--- src/rtl/spy_pkg.sv ---
// Shared types and default sizing for the spy capture buffer.
package spy_pkg;

  typedef enum logic [1:0] {
    RUN    = 2'd0,
    DRAIN  = 2'd1,
    FROZEN = 2'd2
  } spy_state_e;

  localparam int unsigned SPY_ADDR_WIDTH = 6;
  localparam int unsigned SPY_DATA_WIDTH = 64;

  function automatic int unsigned spy_size(input int unsigned aw);
    return 32'd1 << aw;
  endfunction

  localparam int unsigned SPY_SIZE = spy_size(SPY_ADDR_WIDTH);

endpackage

--- src/rtl/spy_ram_1r1w.sv ---
// Simple dual-port read-first RAM with a registered read port, shaped for block-RAM inference.
module spy_ram_1r1w
  import spy_pkg::*;
#(
  parameter int unsigned ADDR_WIDTH = SPY_ADDR_WIDTH,
  parameter int unsigned DATA_WIDTH = SPY_DATA_WIDTH
) (
  input  logic                  i_clock,
  input  logic                  i_reset,
  input  logic                  i_we,
  input  logic [ADDR_WIDTH-1:0] i_waddr,
  input  logic [DATA_WIDTH-1:0] i_wdata,
  input  logic                  i_re,
  input  logic [ADDR_WIDTH-1:0] i_raddr,
  output logic [DATA_WIDTH-1:0] o_rdata
);

  localparam int unsigned Depth = spy_size(ADDR_WIDTH);

  logic [DATA_WIDTH-1:0] r_mem [Depth];
  logic [DATA_WIDTH-1:0] r_rdata;

  // Array has no reset so contents survive a controller reset.
  always_ff @(posedge i_clock) begin
    if (i_we) begin
      r_mem[i_waddr] <= i_wdata;
    end
  end

  always_ff @(posedge i_clock) begin
    if (!i_reset) begin
      r_rdata <= '0;
    end else if (i_re) begin
      r_rdata <= r_mem[i_raddr];
    end
  end

  assign o_rdata = r_rdata;

endmodule

--- src/rtl/spy_memory_ctrl.sv ---
// Circular spy capture buffer: write pointer, occupancy and wrap flags, and the
// RUN/DRAIN/FROZEN post-trigger freeze machine around a read-first RAM.
module spy_memory_ctrl
  import spy_pkg::*;
#(
  parameter int unsigned ADDR_WIDTH = SPY_ADDR_WIDTH,
  parameter int unsigned DATA_WIDTH = SPY_DATA_WIDTH
) (
  input  logic                  i_clock,
  input  logic                  i_reset,
  input  logic                  i_write_enable,
  input  logic [DATA_WIDTH-1:0] i_write_data,
  input  logic                  i_read_enable,
  input  logic [ADDR_WIDTH-1:0] i_read_addr,
  output logic [DATA_WIDTH-1:0] o_read_data,
  output logic                  o_read_valid,
  input  logic                  i_freeze_req,
  input  logic [ADDR_WIDTH-1:0] i_post_count,
  input  logic                  i_unfreeze,
  output logic [ADDR_WIDTH-1:0] o_write_pointer,
  output logic [ADDR_WIDTH:0]   o_occupancy,
  output logic                  o_wrapped,
  output logic                  o_looped,
  output logic                  o_frozen,
  output logic [ADDR_WIDTH-1:0] o_freeze_pointer
);

  localparam logic [ADDR_WIDTH-1:0] LastAddr = '1;
  localparam logic [ADDR_WIDTH:0]   OccMax   = {1'b1, {ADDR_WIDTH{1'b0}}};

  spy_state_e            r_state;
  logic [ADDR_WIDTH-1:0] r_wptr;
  logic [ADDR_WIDTH:0]   r_occupancy;
  logic                  r_wrapped;
  logic                  r_looped;
  logic                  r_read_valid;
  logic                  r_frozen;
  logic [ADDR_WIDTH-1:0] r_freeze_ptr;
  logic [ADDR_WIDTH-1:0] r_drain_cnt;

  logic                  w_wr_accept;
  logic [ADDR_WIDTH-1:0] w_wptr_next;

  // Writes are blocked while reset is asserted so the RAM only sees real captures.
  assign w_wr_accept = i_reset && i_write_enable && (r_state != FROZEN);
  assign w_wptr_next = w_wr_accept ? r_wptr + ADDR_WIDTH'(1) : r_wptr;

  always_ff @(posedge i_clock) begin
    if (!i_reset) begin
      r_state      <= RUN;
      r_wptr       <= '0;
      r_occupancy  <= '0;
      r_wrapped    <= 1'b0;
      r_looped     <= 1'b0;
      r_read_valid <= 1'b0;
      r_frozen     <= 1'b0;
      r_freeze_ptr <= '0;
      r_drain_cnt  <= '0;
    end else begin
      r_read_valid <= i_read_enable;
      r_looped     <= 1'b0;
      if (w_wr_accept) begin
        r_wptr <= w_wptr_next;
        if (r_occupancy != OccMax) begin
          r_occupancy <= r_occupancy + (ADDR_WIDTH + 1)'(1);
        end
        if (r_wptr == LastAddr) begin
          r_looped  <= 1'b1;
          r_wrapped <= 1'b1;
        end
      end
      unique case (r_state)
        RUN: begin
          // The write in the trigger cycle is kept but does not consume post_count.
          if (i_freeze_req) begin
            if (i_post_count == '0) begin
              r_state      <= FROZEN;
              r_frozen     <= 1'b1;
              r_freeze_ptr <= w_wptr_next;
            end else begin
              r_state     <= DRAIN;
              r_drain_cnt <= i_post_count;
            end
          end
        end
        DRAIN: begin
          if (i_unfreeze) begin
            r_state     <= RUN;
            r_drain_cnt <= '0;
          end else if (w_wr_accept) begin
            r_drain_cnt <= r_drain_cnt - ADDR_WIDTH'(1);
            if (r_drain_cnt == ADDR_WIDTH'(1)) begin
              r_state      <= FROZEN;
              r_frozen     <= 1'b1;
              r_freeze_ptr <= w_wptr_next;
            end
          end
        end
        FROZEN: begin
          if (i_unfreeze) begin
            r_state  <= RUN;
            r_frozen <= 1'b0;
          end
        end
        default: begin
          r_state  <= RUN;
          r_frozen <= 1'b0;
        end
      endcase
    end
  end

  spy_ram_1r1w #(
    .ADDR_WIDTH(ADDR_WIDTH),
    .DATA_WIDTH(DATA_WIDTH)
  ) u_ram (
    .i_clock(i_clock),
    .i_reset(i_reset),
    .i_we   (w_wr_accept),
    .i_waddr(r_wptr),
    .i_wdata(i_write_data),
    .i_re   (i_read_enable),
    .i_raddr(i_read_addr),
    .o_rdata(o_read_data)
  );

  assign o_read_valid     = r_read_valid;
  assign o_write_pointer  = r_wptr;
  assign o_occupancy      = r_occupancy;
  assign o_wrapped        = r_wrapped;
  assign o_looped         = r_looped;
  assign o_frozen         = r_frozen;
  assign o_freeze_pointer = r_freeze_ptr;

endmodule

--- config.mk ---
export PLATFORM = sky130hd
export DESIGN_NAME = spy_memory_ctrl
export DESIGN_NICKNAME = d
export VERILOG_FILES = /design/src/rtl/spy_pkg.sv /design/src/rtl/spy_ram_1r1w.sv /design/src/rtl/spy_memory_ctrl.sv
export SDC_FILE = /design/constraint.sdc
export NUM_CORES = 2
export LEC_CHECK = 0
export BUFFER_PORTS_ARGS = -buffer_cell sky130_fd_sc_hd__buf_2
export CORE_ASPECT_RATIO = 1.25
export CORE_MARGIN = 1.5
export CORE_UTILIZATION = 50
export CTS_CLUSTER_DIAMETER = 80
export DETAILED_ROUTE_END_ITERATION = 8
export MAX_ROUTING_LAYER = met4
export PLACE_DENSITY = 0.65
export SLEW_MARGIN = 10
export SYNTH_ARGS = -nofsm -noshare
export SYNTH_HDL_FRONTEND = slang
export SYNTH_SLANG_ARGS = --single-unit
--- constraint.sdc ---
create_clock -name i_clock -period 6.8 [get_ports i_clock]
set_input_delay 1.02 -clock i_clock [delete_from_list [all_inputs] [get_ports i_clock]]
set_output_delay 1.02 -clock i_clock [all_outputs]
set_load 0.05 [all_outputs]
======== After elaboration in Yosys (flattened, before gate mapping) ========
Memories as Yosys holds them, arrays and structs flattened. A register that Yosys moved wholly into a read port is not among the register bits.
Index checks and enable logic that the tools add are counted.
storage, ports and cells
  register bits ........................... 31
  latch bits .............................. 0
  RAM bits ................................ 4,096
  bits in read-only memories .............. 0
  input bits .............................. 82
  memories ................................ 1
memory list
  name         depth  bits a word  rd ports  clocked after Yosys merged registers in  write ports  line                source
  u_ram.r_mem  64     64           1         1                                        1            spy_ram_1r1w.sv:20  logic [DATA_WIDTH-1:0] r_mem [Depth];
cells by class
  $add $sub $neg .......................... 3
  $mul .................................... 0
  div/mod/pow operators ................... 0
  magnitude comparators ................... 0
  equal/unequal tests ..................... 15
  shift-type cells ........................ 0
  multiplexer cells ....................... 29
  bitwise gates (word level) .............. 0
  reduce and logical (&&, ||, !) cells .... 13
operators by type and width
  kind                   number
  $mux W6                10
  $pmux W6 S2            2
  $ne A2 B2 Y1 const B   8
  $mux W2                6
  $reduce_and A6 Y1      2
  $mux W1                9
  $reduce_and A4 Y1      2
  $add A7 B1 Y7 const B  1
  $ne A7 B7 Y1 const B   1
  $add A6 B1 Y6 const B  1
  $eq A6 B1 Y1 const B   1
  $eq A6 B6 Y1 const B   1
  $logic_not A6 Y1       1
  $ne A3 B3 Y1 const B   2
  $pmux W2 S3            1
  $reduce_and A2 Y1      3
  $sub A6 B1 Y6 const B  1
  $pmux W1 S3            1
  $eq A2 B1 Y1 const B   1
  $eq A2 B2 Y1 const B   1
  $logic_and A1 B1 Y1    2
  $logic_not A2 Y1       1
  $reduce_bool A2 Y1     1
  $logic_not A1 Y1       1

======== Logic depth before layout (Yosys ltp) ========
  depth after elaboration ................. 7
  mapped depth ............................ 12
  gate-level depth less buffers ........... 7

======== By module ========
A second synthesis with hierarchy kept.
second synthesis, totals
  cell total of the unflattened synthesis .. 7,660
  area total of the unflattened synthesis .. 161,058.2 um2
modules (own cells, without submodules)
  module           times used  cells an instance  area each (um2)
  spy_ram_1r1w     1           7,474              159,412.9
  spy_memory_ctrl  1           186                1,645.3

======== Worst setup path before layout ========
OpenSTA, ideal clock, no wires.
  kind .................................... input to register
  start point ............................. input port i_reset
  end point ............................... memory u_ram.r_mem[60][0] (netlist bit) (enable)
  library setup time ...................... 0.487 ns
  arrival time ............................ 4.874 ns
  required time ........................... 6.313 ns
  slack ................................... 1.439 ns
  cell stages on the path ................. 5
  cells stage by stage .................... clkbuf_1 -> nand2_1 -> nor2_1 -> nand3_1 -> nor2_1
on the way
  longest elaborated chain between the ends .. 4
RTL lines
  item                              line                   source
  from (decl)                       spy_memory_ctrl.sv:10  input logic i_reset,
  $logic_and A1 B1 Y1 (2 in a row)  spy_memory_ctrl.sv:45  assign w_wr_accept = i_reset && i_write_enable && (r_state != FROZEN);
  $mux W1                           spy_ram_1r1w.sv:25     if (i_we) begin
  $mux W1 (not written as such)     spy_ram_1r1w.sv:26     r_mem[i_waddr] <= i_wdata;
  to (decl)                         spy_ram_1r1w.sv:20
Every way passes these cells.

======== Worst setup path after layout ========
  start point ............................. input port i_reset
  end point ............................... memory u_ram.r_mem[57][26] (netlist bit) (enable)
The elaborated chain is that of the path after synthesis.

==> impl_metrics.json <==
{
  "status": "complete, no violations",
  "finalHoldViolations": 0,
  "start_kind": "input pin",
  "cp-startpoint": "i_reset",
  "crit_required_ps": 7380,
  "grt_pass1_wl_um": 586000,
  "first_pass_iters": 6,
  "syn_area_per_cell_um2": 22.3,
  "setup_viol": 0,
  "clockBufferDepth": 4,
  "cts_setup_buffers": 0,
  "worstPathArrival_ps": 4870,
  "combPwrFrac": 0.047,
  "core.rowCount": 231,
  "cts_resized": 0,
  "fin_crit_sh": 0.631,
  "maxCapViolations": 0,
  "p_per_area_nw_per_um2": 297,
  "tightest_slew_ps": 1250,
  "antenna_found_initial": 23,
  "htreeDepth": 5,
  "grt_max_degree": 114,
  "syn_inst": 7146,
  "cts_tree": "yes",
  "path_max_fanout": 34,
  "synthFlopType": "edfxtp_1",
  "p_clk_frac": 0.419,
  "power.leakage_nw": 56.6,
  "synth.distinct_cells": 68,
  "clock_skew_ps": 73.1,
  "route.detailed.drc": 0,
  "rsz0062_at_grt": "false",
  "dieArea_um2": 322000,
  "clkTransAtPathRegs_ps": 60,
  "p_total_mw": 53.3,
  "ant_nets": 0,
  "worst-r2r-setup-slack_ps": 2530,
  "num_vias": 77936,
  "use_met2": 0.433,
  "dieHeight_um": 634,
  "grt_util_met3": 0.0359,
  "clock_latency_ps": 930,
  "grtUsageTotal": 0.264,
  "cts_buffers": 398,
  "syn_nets": 7233,
  "initial_utilization": 0.503,
  "fmax_mhz": 233,
  "core_um2": 317000,
  "rr_startpoint": "r_state[0]$_SDFFE_PN0P_",
  "seq_power_share": 0.534,
  "fill_cells": 22859,
  "postCtsHoldBufs": 0,
  "wl_per_cell_um": 34.4,
  "maxSlewHeadroom": 0.159,
  "nNetsFinal": 7612,
  "swShare": 0.210,
  "drive_above_1_share": 0.258,
  "grt_pass1_vias": 78316,
  "whs_ps": 454,
  "slew_viol_final": 0,
  "io_buffers": 168,
  "min-delay-start": "o_wrapped$_SDFFE_PN0P_",
  "min_path_type": "register to register",
  "switchingPower_mw": 11.2,
  "wirelength_um": 415000,
  "synth-seq-cells": 4191,
  "yosys_warnings": 0,
  "busiest_layer": "met2",
  "netlist_top_cells_area": "edfxtp_1 77%, mux4_2 13%, mux2i_1 2.6%",
  "tns_ps": 0,
  "endpoint_kind": "register",
  "routabilityCongestion": 0.817,
  "synth-edff-count": 4096,
  "regArea_um2": 125000,
  "peakVddDrop_mv": 0.238,
  "criticalPathCategory": "input pin to register",
  "synthArstFlopShare": 0,
  "ys_seq_area_frac": 0.783,
  "synth_commonest_cells": "4096 x edfxtp_1, 897 x mux4_2, 415 x mux2i_1, 167 x clkbuf_1, 144 x nor2_1",
  "syn_to_final_growth_pct": 12.8,
  "die_w_um": 508,
  "grtUsageMet1": 0.349,
  "avgViaCountPerCell": 6.46,
  "io-pin-count": 169,
  "synth_top_cell_by_area": "edfxtp_1",
  "syn-cell-area_um2": 159000,
  "ctsRootBufferMaster": "clkbuf_16",
  "p_int_mw": 42.1,
  "yosysTopAreaCellShare": 0.771,
  "overflow": 0,
  "period_needed_ps": 4290,
  "dp_hpwl_um": 227000,
  "multi_input_area_um2": 32900,
  "drtIter0Drc": 9646,
  "yosysMostFrequentCell": "edfxtp_1",
  "cts_sinks": 4191
}
final cells by class:
type                    count  share of cell area
well taps                4194              0.0292
diodes                     10            0.000139
flip-flops and latches   4191               0.695
clock buffers             504              0.0590
multi-input cells        2523               0.183
clock inverters           230              0.0136
inverters                  11            0.000306
repair buffers            400              0.0200
power groups by stage:
stage / clock network [mW] / logic [mW] / registers [mW]
3_5_place_dp: 0 / 2.49 / 29.1
2_1_floorplan: 0 / 1.34 / 29.1
3_3_place_gp: 0 / 2.44 / 29.1
6_report: 22.3 / 2.48 / 28.5
5_1_grt: 23.6 / 2.62 / 28.5
4_1_cts: 22.6 / 2.49 / 28.5
stage by stage:
| stage | util | std cells | worst slack, ps | cell area, um2 |
|---|---|---|---|---|
| 3_5_place_dp | 0.526 | 11317 | 1700 | 167000 |
| 4_1_cts | 0.567 | 12051 | 2660 | 180000 |
| 6_report | 0.567 | 12063 | 2510 | 180000 |
| 5_1_grt | 0.567 | 12058 | 2550 | 180000 |
| 2_1_floorplan | - | 7146 | 1440 | 159000 |
| 3_3_place_gp | 0.526 | 11317 | 1700 | 167000 |
layout by cell type, fill, tap and decap left out, drive strengths merged, types with 58 or more instances in the layout:
cell type and n:
edfxtp 4096, mux4 897, clkbuf 504, mux2i 415, buf 400, clkinv 162
nor2 145, a21oi 122, o22ai 115, o221ai 104, dfxtp 95, o21ai 83
nand2 75, mux2 61, a31oi 59, a221oi 58
critical path: stages:
cell and delay [ps]:
buf_2 260, nand2_1 240, nor3_1 1040, nand2_1 830
nor2_4 1080, buf_12 340
path summary, 6_finish.rpt:
kind,to,cells after the start
worst min register to register,o_wrapped$_SDFFE_PN0P_,1
worst min-delay path,o_wrapped$_SDFFE_PN0P_,1
worst max register to register,u_ram.r_mem[57][26]$_DFFE_PP_,5
worst max-delay path,u_ram.r_mem[57][26]$_DFFE_PP_,6
routing by layer:
metal | share of wire | wire (um)
met5 | 0 | 0
met4 | 0.030 | 12300
met3 | 0.075 | 31200
met2 | 0.51 | 210000
met1 | 0.39 | 161000
registers in the layout (all words and copies together), names as in the netlist:
signal            cells
o_freeze_pointer      6
o_frozen              1
o_looped              1
o_occupancy           7
o_read_valid          1
o_wrapped             1
o_write_pointer       6
r_drain_cnt           6
r_state               2
u_ram.o_rdata        64
u_ram.r_mem        4096
cell families (layout without fill, tap and decap cells):
group	count (synthesis)	in the layout	share of synthesized area
muxes	1373	1373	0.157
AOI/OAI and AO/OA	780	780	0.0348
adders and majority gates	5	5	0.000392
buffers and inverters	432	1145	0.0136
DFF	4191	4191	0.783
other	0	10	0
and+or+nand+nor	355	355	0.0104
xor gates and xnor gates	10	10	0.000549
Note: power is estimated with default switching activity, not from simulation.
